## config.mk

```make
export PLATFORM = sky130hd
export DESIGN_NAME = seq_alu
export DESIGN_NICKNAME = d
export VERILOG_FILES = /design/src/rtl/seq_alu.sv
export SDC_FILE = /design/constraint.sdc
export NUM_CORES = 1
export LEC_CHECK = 0
export CAP_MARGIN = 20
export CELL_PAD_IN_SITES_DETAIL_PLACEMENT = 1
export CELL_PAD_IN_SITES_GLOBAL_PLACEMENT = 2
export CORE_MARGIN = 2
export CORE_UTILIZATION = 25
export DETAILED_ROUTE_END_ITERATION = 7
export HOLD_SLACK_MARGIN = 0.06
export PLACE_DENSITY = 0.73
export SLEW_MARGIN = 20
export SYNTH_ARGS = -nofsm -noshare
export SYNTH_HDL_FRONTEND = slang
export SYNTH_SLANG_ARGS = --single-unit
```

## constraint.sdc

```tcl
create_clock -name clk -period 5.4 [get_ports clk]
set_input_delay 1.08 -clock clk [delete_from_list [all_inputs] [get_ports clk]]
set_output_delay 1.08 -clock clk [all_outputs]
set_load 0.1 [all_outputs]
```

## src/rtl/seq_alu.sv

```systemverilog
// seq_alu: handshaked ALU; logic/arith ops finish in one cycle,
// SLL/SRL run on a bit-serial shifter at one bit per cycle.
module seq_alu #(
    parameter int WIDTH = 32,
    parameter int SHW   = 5
) (
    input  logic             clk,
    input  logic             reset_n,
    input  logic             in_valid,
    output logic             in_ready,
    input  logic [3:0]       alucontrol,
    input  logic [WIDTH-1:0] a,
    input  logic [WIDTH-1:0] b,
    input  logic [SHW-1:0]   shamt,
    output logic             out_valid,
    input  logic             out_ready,
    output logic [WIDTH-1:0] result,
    output logic             zero,
    output logic             illegal
);
    typedef enum logic [1:0] {IDLE, SHIFT, DONE} state_t;

    state_t           r_state;
    logic [WIDTH-1:0] r_result;
    logic [WIDTH-1:0] r_sh;
    logic [SHW-1:0]   r_cnt;
    logic             r_left;
    logic             r_zero;
    logic             r_illegal;

    logic [WIDTH-1:0] w_alu;
    logic [WIDTH-1:0] w_sh_next;
    logic             w_shift_op;
    logic             w_legal;
    logic             w_slt;

    always_comb begin
        w_slt      = $signed(a) < $signed(b);
        w_shift_op = (alucontrol == 4'b1000) || (alucontrol == 4'b1001);
        w_legal    = w_shift_op || (alucontrol inside {4'b0000, 4'b0001, 4'b0010, 4'b0110, 4'b0111});
        // Unlisted codes fall through to zero so the delivered result is 0.
        w_alu      = (alucontrol == 4'b0000) ? (a & b) :
                     (alucontrol == 4'b0001) ? (a | b) :
                     (alucontrol == 4'b0010) ? (a + b) :
                     (alucontrol == 4'b0110) ? (a - b) :
                     (alucontrol == 4'b0111) ? {{(WIDTH-1){1'b0}}, w_slt} : '0;
        w_sh_next  = r_left ? (r_sh << 1) : (r_sh >> 1);
    end

    always_ff @(posedge clk) begin
        if (!reset_n) begin
            r_state   <= IDLE;
            r_result  <= '0;
            r_zero    <= 1'b0;
            r_illegal <= 1'b0;
            r_cnt     <= '0;
            r_sh      <= '0;
            r_left    <= 1'b0;
        end else begin
            case (r_state)
                IDLE: if (in_valid) begin
                    r_illegal <= !w_legal;
                    if (w_shift_op) begin
                        r_sh   <= b;
                        r_cnt  <= shamt;
                        r_left <= !alucontrol[0];
                        if (shamt == '0) begin
                            r_result <= b;
                            r_zero   <= b == '0;
                            r_state  <= DONE;
                        end else begin
                            r_state <= SHIFT;
                        end
                    end else begin
                        r_result <= w_alu;
                        r_zero   <= w_alu == '0;
                        r_state  <= DONE;
                    end
                end
                SHIFT: begin
                    r_sh  <= w_sh_next;
                    r_cnt <= r_cnt - 1'b1;
                    if (r_cnt == SHW'(1)) begin
                        r_result <= w_sh_next;
                        r_zero   <= w_sh_next == '0;
                        r_state  <= DONE;
                    end
                end
                DONE: if (out_ready) begin
                    r_zero  <= 1'b0;
                    r_state <= IDLE;
                end
                default: r_state <= IDLE;
            endcase
        end
    end

    assign in_ready  = r_state == IDLE;
    assign out_valid = r_state == DONE;
    assign result    = r_result;
    assign zero      = r_zero;
    assign illegal   = r_illegal;
endmodule

```

After elaboration in Yosys (flattened, before gate mapping)
Cells that the tools add are included.
Widths: inputs -> output; s select.
{ "totals": {"mem_bits_ro": 0, "mem_count": 0, "latchBits": 0, "ff_bits": 74, "out_inout_bits": 36, "inputBits": 77, "word_cells": 75, "mem_bits_rw": 0} }
{ "classes": {"div": 0, "n_lt_le_gt_ge": 1, "add_sub_neg": 3, "mul": 0, "n_mux": 29, "eq_ne": 14, "bitwise": 2, "n_shift": 0, "reduce_logical": 19} }
{ "ops": {"columns": ["op", "n"], "rows": [
  ["$mux 32", 11],
  ["$pmux 32 s2", 2],
  ["$logic_not 32->1", 3],
  ["$add 32x32->32", 1],
  ["$and 32x32->32", 1],
  ["$lt 32x32->1", 1],
  ["$or 32x32->32", 1],
  ["$sub 32x32->32", 1],
  ["$mux 2", 5],
  ["$mux 5", 2],
  ["$pmux 5 s2", 1],
  ["$reduce_and 3->1", 3],
  ["$eq 4x3->1 const B", 2],
  ["$eq 4x4->1 const B", 2],
  ["$mux 1", 6],
  ["$pmux 2 s3", 1],
  ["$eq 5x1->1 const B", 1],
  ["$logic_not 5->1", 1],
  ["$reduce_and 5->1", 1],
  ["$reduce_bool 5->1", 1],
  ["$sub 5x1->5 const B", 1],
  ["$eq 4x1->1 const B", 1],
  ["$eq 4x2->1 const B", 1],
  ["$logic_not 4->1", 1],
  ["other kinds (13)", 17]
]} }

Longest topological paths before layout
Gate-level depths: netlist of the first run.
{ "logic_depth": {"ltp_word": 10, "depth_mapped": 15, "ltp_nobuf": 15} }

Worst setup path after synthesis of the first run
OpenSTA, ideal clock, no wires.
{ "synth_timing": {"path_type": "input to register", "startpoint": "input a[0]", "endpoint": "register r_zero, in the netlist zero", "cell_stages": 15, "t_arrival_ps": 4176, "slack_ps": 1154, "path_buffers": 0, "path_cell_list": "inv_1 ha_1 inv_1 fa_1 mux2_4 a22oi_1 o32ai_1 or4_1 nor4_2 o211ai_1 or4_1 a2111o_1 nor4b_2 nand4_1 a21oi_1"} }
{ "synth_via": {"elab_chain_len": 10, "word_cells_on_any_way": 14, "classes_between": "add/sub (2); order compare (1); mux (8); bitwise (2); reduce/logical (1)"} }
{ "synth_rtl": {"columns": ["item", "line", "source"], "rows": [
  ["start: declaration", "12", "input logic [WIDTH-1:0] a,"],
  ["$lt 32x32->1", "38", "w_slt = $signed(a) < $signed(b);"],
  ["$mux 1", "46", "(alucontrol == 4'b0111) ? {{(WIDTH-1){1'b0}}, w_slt} : '0;"],
  ["$mux 32", "45", "(alucontrol == 4'b0110) ? (a - b) :"],
  ["$mux 32", "44", "(alucontrol == 4'b0010) ? (a + b) :"],
  ["$mux 32", "43", "(alucontrol == 4'b0001) ? (a | b) :"],
  ["$mux 32 (*)", "42", "w_alu = (alucontrol == 4'b0000) ? (a & b) :"],
  ["$logic_not 32->1 (*)", "76", "r_zero <= w_alu == '0;"],
  ["$mux 1 (*)", "63", "if (w_shift_op) begin"],
  ["$mux 1 (*)", "61", "IDLE: if (in_valid) begin"],
  ["$pmux 1 s3 (*)", "60", "case (r_state)"],
  ["end signal: assignment", "69", "r_zero <= b == '0;"],
  ["end signal: assignment", "76", null],
  ["end signal: assignment", "85", "r_zero <= w_sh_next == '0;"],
  ["end: declaration", "28", "logic r_zero;"]
]} }
Every way passes the cells marked *; elsewhere a longest branch is shown, timed or not. The select of a mux whose other input is x is not followed.
A chain may end at the register's enable or synchronous reset.

Worst setup path after layout of the first run
{ "layout_timing": {"startpoint": "input a[11]", "endpoint": "register r_zero, in the netlist zero"} }
The elaborated chain is that of the path after synthesis.

==> results.toml, run 1 <==
[status]
status = "finished, final reports clean"

[yosys]
syn_area_um2 = 9550
syn_nets = 1541
yosys.area_share.simple = 0.226
netlist.area_leader.share = 0.155
netlist_instances = 1360
ys_ff_latch = 74
syn_area_per_cell_um2 = 7.03
synth_compound_area_frac = 0.297
synth-edff-count = 0
ys_seq_area_frac = 0.155
async_flop_share = 0
yosysWarnings = 0
ys.flop_type = "dfxtp_1"
yosys.area.top_type = "dfxtp_1"
synth_mux_area_frac = 0.0688
synth_area_leaders = "dfxtp_1 (16%), ha_1 (13%), a21oi_1 (8.3%)"
synth_xor_area_frac = 0.0200
synthAdderAreaFrac = 0.138
synth.distinct_cells = 96
synth_top_family_by_area = "compound AO/OA/AOI/OAI gates"

[min_path]
hold_class = "register to register"

[layout]
n_fill_cell = 4693
nNetsFinal = 1650
finish.instance_area_um2 = 11800
drive_above_1_share = 0.102
syn2layout_area_growth_pct = 23.2

[clocking]
cts_tree = "done"
clock_latency_ns = 0.34
cts_buffers = 9
cts_buffer_depth = 2
h-tree-depth = 3
cts_sinks = 74
post_cts_buffers = 0
cts_resized = 0
clk_pin_slew_ns = 0.06
hold_buffers = 0
cts_root_buf = "clkbuf_16"

[route]
dr.pass1.iters = 5
routedWlPerCell_um = 22.6
drt-initial-drc-count = 837
vias = 10855
vias_per_cell = 5.47
route.detailed.drc = 0
antenna_left = 0
wl_um = 44900

[global_route]
antenna_found_initial = 0
grt_pass1_vias = 10971
grt_use_total = 0.224
grt_overflow_total = 0
grt_pass1_wl_um = 67500
grt_max_degree = 61

[sta]
relSlewSlack = 0.294
min_period_ns = 4.85
timing.fmax_mhz = 206
skew_ns = 0.00629
tns_ns = 0
finalCritPeriodShare = 0.899
finalSetupViolations = 0
rsz0062_at_grt = "no"
worst-slew-pin-transition_ns = 1.06
drv_slew = 0
hold_viol = 0

[worst_setup_path]
end_kind = "register"
worstPathArrival_ns = 5.13
cp_top_family = "simple AND/OR/NAND/NOR gates"
path_buf_inv = 4
cp_max_fo = 9
critPathLaunchType = "primary input"
crit_path_cell_trace = "clkdlybuf4s50_1 > inv_1 > ha_1 > clkinv_1 > nor4_1 > nand4_1 > nand3_1 > a211oi_1 > o311a_1 > a211oi_1 > buf_4 > o2111ai_1 > nor4b_2 > nand4_1 > a21oi_1"
path_class = "primary input to register"
critical_path.max_stage_delay_ns = 0.56
critPathSlowestCell = "nor4_1"
required_ns = 5.67

[floorplanning]
coreArea_um2 = 37700
die_area_um2 = 39800
die_y_um = 199
die_w_um = 199
ioPinCount = 113
start_util = 0.254
rows = 71

[place]
placed_area_um2 = 11500
gp_congestion = 0.914
hpwl_um = 36000
port_buffers = 112

[power_and_ir_drop]
power.density_nw_per_um2 = 205
fin_total_pwr_mw = 2.42
ir_drop_mv = 0.111
leakagePower_nw = 4.64

[flow_run]
maxCapViolations = 0
## path summary, 6_finish.rpt
path	startpoint	endpoint	slack (ns)	depth (start not counted)
worst min register to register	result[5]	result[5]	0.46	2
worst min-delay path	result[5]	result[5]	0.46	2
worst max register to register	r_state[0]	zero	2.21	10
worst max-delay path	a[11]	zero	0.55	15
## cells in the mapped netlist (11+ instances only)
cell type	number
a21oi_1	159
nand2_1	156
inv_1	118
ha_1	102
nor2_1	102
dfxtp_1	74
o21ai_0	66
clkbuf_1	62
mux2i_1	54
o211ai_1	49
nand3_1	32
nor4_1	28
nor3_1	26
nand4_1	22
a211oi_1	21
xnor2_1	16
a31oi_1	14
a211o_1	11
o21ai_1	11
o31ai_1	11
## tightest hold or removal path, delay by kind of cell, from the launching register on
family | cells | cell delay (ns)
flops | 1 | 0.31
simple gates | 1 | 0.05
compound gates | 1 | 0.05
## state kept, by name, indices dropped and copies added (netlist names)
name and flops:
illegal 1, r_state 2, r_cnt 5, result 32, r_sh 32, r_left 1, zero 1
## layout make-up
type | instances | area (um^2) | share of cell area
sequential | 74 | 1480 | 0.126
clock inverter | 7 | 78.8 | 0.00669
tap | 511 | 639 | 0.0543
inverter | 124 | 465 | 0.0395
antenna | 1 | 2.50 | 0.000213
multi-input combinational | 1070 | 7180 | 0.610
timing repair buffer | 190 | 1700 | 0.144
clock buffer | 9 | 225 | 0.0191
## metal layers
| metal | routed length (um) | global-route usage |
|---|---|---|
| met5 | 0 | 0 |
| met1 | 20100 | 0.296 |
| met2 | 20800 | 0.377 |
| met4 | 1440 | 0.0691 |
| met3 | 2570 | 0.0277 |
## power breakdown
part           internal, mW  total [mW]  switching (mW)
combinational         0.403        1.19           0.788
clock                 0.361       0.617           0.256
sequential            0.579       0.610          0.0305
## logic make-up after synthesis
kind of cell	after synthesis
buffers and inverters	216
adders and majority gates	104
xor gates and xnor gates	21
AOI/OAI and AO/OA	440
DFF	74
and+or+nand+nor	441
muxes	64
## layout by cell type, fill, tap and decap left out, types with 11 or more instances in the layout
cell type / n
a211o_1: 11
a211oi_1: 21
a21oi_1: 158
a31oi_1: 14
buf_4: 78
clkdlybuf4s50_1: 110
dfxtp_1: 73
ha_1: 101
inv_1: 118
mux2i_1: 54
nand2_1: 156
nand3_1: 32
nand4_1: 22
nor2_1: 102
nor3_1: 26
nor4_1: 28
o211ai_1: 49
o21ai_0: 66
o31ai_1: 11
xnor2_1: 16
## per-stage QoR
step,std cells,hold WS [ns],worst slack (ns),util
3_3_place_gp,1969,0.440,0.248,0.304
3_5_place_dp,1969,0.447,0.223,0.304
2_1_floorplan,1360,0.431,1.15,-
6_report,1986,0.455,0.546,0.313
5_1_grt,1985,0.476,0.304,0.313
4_1_cts,1985,0.457,0.582,0.313
(Power assumes the default switching activity.)
==> run 2: changes to the inputs <==
PLACE_DENSITY = 0.65   (was 0.73)
SKIP_LAST_GASP = 1   (was default)
==> run 2 against run 1 <==
Effect of this change:
- final cell count grew 0.50%
- design area grew 0.54%
- global-route usage grew 1.0 points
- die area is the same
- sequential share of layout area shrank 0.068 points
- clock-buffer cell count grew 1
- power is essentially flat
- non-clock buffer count grew 11
- sequential cell count is the same
- wire length grew 3.7%
- fmax grew 0.84%
==> results.toml, run 2 (synthesized netlist as in run 1, its figures left out) <==
[floorplanning]
start_util = 0.254
die_w_um = 199
ioPinCount = 113
die_y_um = 199
die_area_um2 = 39800
coreArea_um2 = 37700
rows = 71

[route]
wl_um = 46600
vias = 10925
vias_per_cell = 5.47
antenna_left = 0
routedWlPerCell_um = 23.3
route.detailed.drc = 0
drt-initial-drc-count = 798
dr.pass1.iters = 5

[worst_setup_path]
critPathSlowestCell = "or4_1"
critPathLaunchType = "primary input"
worst-r2r-setup-slack_ns = 2.12
required_ns = 5.68
worstPathArrival_ns = 5.09
reg2reg_depth = 10
path_buf_inv = 3
critical_path.max_stage_delay_ns = 0.51
end_kind = "register"
path_class = "primary input to register"
cp_top_family = "simple AND/OR/NAND/NOR gates"
r2r_end = "zero"
cp_max_fo = 2
critPathLaunch = "a[0]"
crit_path_cell_trace = "clkdlybuf4s50_1 > inv_1 > ha_1 > inv_1 > fa_1 > mux2_4 > a22oi_1 > o32ai_1 > or4_1 > nor4_2 > o211ai_1 > or4_1 > a2111o_1 > nor4b_2 > nand4_1 > a21oi_1"
reg2reg_from = "r_state[0]"

[min_path]
hold_start = "result[23]"
hold_class = "register to register"
hold_depth = 2
min_delay_worst_endpoint = "result[23]"

[power_and_ir_drop]
p_int_mw = 1.32
swShare = 0.455
comb_power_share = 0.500
ir_drop_mv = 0.131
power_frac_seq = 0.252
power.density_nw_per_um2 = 204
leakagePower_nw = 4.68
clock_power_share = 0.248
p_switching_mw = 1.10

[layout]
final_common_cell = "a21oi_1"
syn2layout_area_growth_pct = 23.9
post-route-util = 0.314
layout_common_cells = "a21oi_1 (158), nand2_1 (156), inv_1 (118)"
nNetsFinal = 1661
n_antenna_cell = 0
drive_above_1_share = 0.108

[clocking]
cts_tree = "done"
cts_sinks = 74
post_cts_buffers = 0
cts_resized = 0
hold_buffers = 0
cts_buffer_depth = 2
clk_pin_slew_ns = 0.07
cts_root_buf = "clkbuf_16"
h-tree-depth = 3
clock_latency_ns = 0.35
cts_buffers = 9

[sta]
rsz0062_at_grt = "no"
worst-slew-pin-transition_ns = 1.08
skew_ns = 0.00958
setup_ws_ns = 0.587
finalSetupViolations = 0
min_period_ns = 4.81
tns_ns = 0
timing.fmax_mhz = 208
drv_slew = 0
finalCritPeriodShare = 0.891
relSlewSlack = 0.283
hold_viol = 0

[status]
status = "finished, final reports clean"

[global_route]
grt_overflow_total = 0
grt_pass1_wl_um = 70000
grt_max_degree = 53
antenna_found_initial = 0
grt_pass1_vias = 11260
grt_use_total = 0.234

[place]
port_buffers = 112
gp_congestion = 0.935
hpwl_um = 37700
dpl_worst_slack_ns = 0.296

[flow_run]
maxCapViolations = 0
run 2: cell types whose count changed in the layout (fill, tap and decap cells not counted), sizes merged:
cell / change
inv: +1
buf: +11
clkinv: -1
clkbuf: +1
diode: -1
bufinv: -1
run 2: metrics by stage:
step	hold slack [ns]	area [um^2]	cells	power, mW
floorplan	0.431	9550	1360	1.37
global placement	0.440	11600	1980	1.81
detailed placement	0.450	11600	1980	1.82
CTS	0.458	11800	1996	2.42
global route	0.483	11800	1996	2.55
finish	0.456	11800	1996	2.41
run 2: area by class of cell:
cell class              count  area (um^2)
clock buffers              10          239
clock inverters             6         48.8
fillers                  4705        25800
inverters                 124          465
multi-input cells        1070         7180
flip-flops and latches     74         1480
well taps                 511          639
repair buffers            201         1780
run 2: worst min-delay path: stages (launching register included):
cell and delay [ns]:
dfxtp_1 0.31, nand2_1 0.05, a21oi_1 0.05
run 2: power by group through the flow:
stage / Combinational, mW / Clock (mW) / Sequential, mW
after floorplan: 0.605 / 0 / 0.768
after global placement: 1.19 / 0 / 0.621
after detailed placement: 1.20 / 0 / 0.621
after CTS: 1.20 / 0.611 / 0.609
after global routing: 1.30 / 0.634 / 0.613
final: 1.21 / 0.600 / 0.609
run 2: worst max-delay path by stage:
stage,end,slack (ns),depth (start not counted)
after global placement,zero,0.29,16
after global routing,zero,0.36,14
final,zero,0.59,16
after floorplan,zero,1.15,15
after detailed placement,zero,0.30,16
after CTS,zero,0.65,16
run 2: routing by layer:
layer,up-vias,share of wire,GRT usage
met5,-,0,0
met4,0,0.041,0.0883
met3,80,0.049,0.0307
met2,345,0.45,0.380
met1,5349,0.46,0.314
li1,5151,-,-
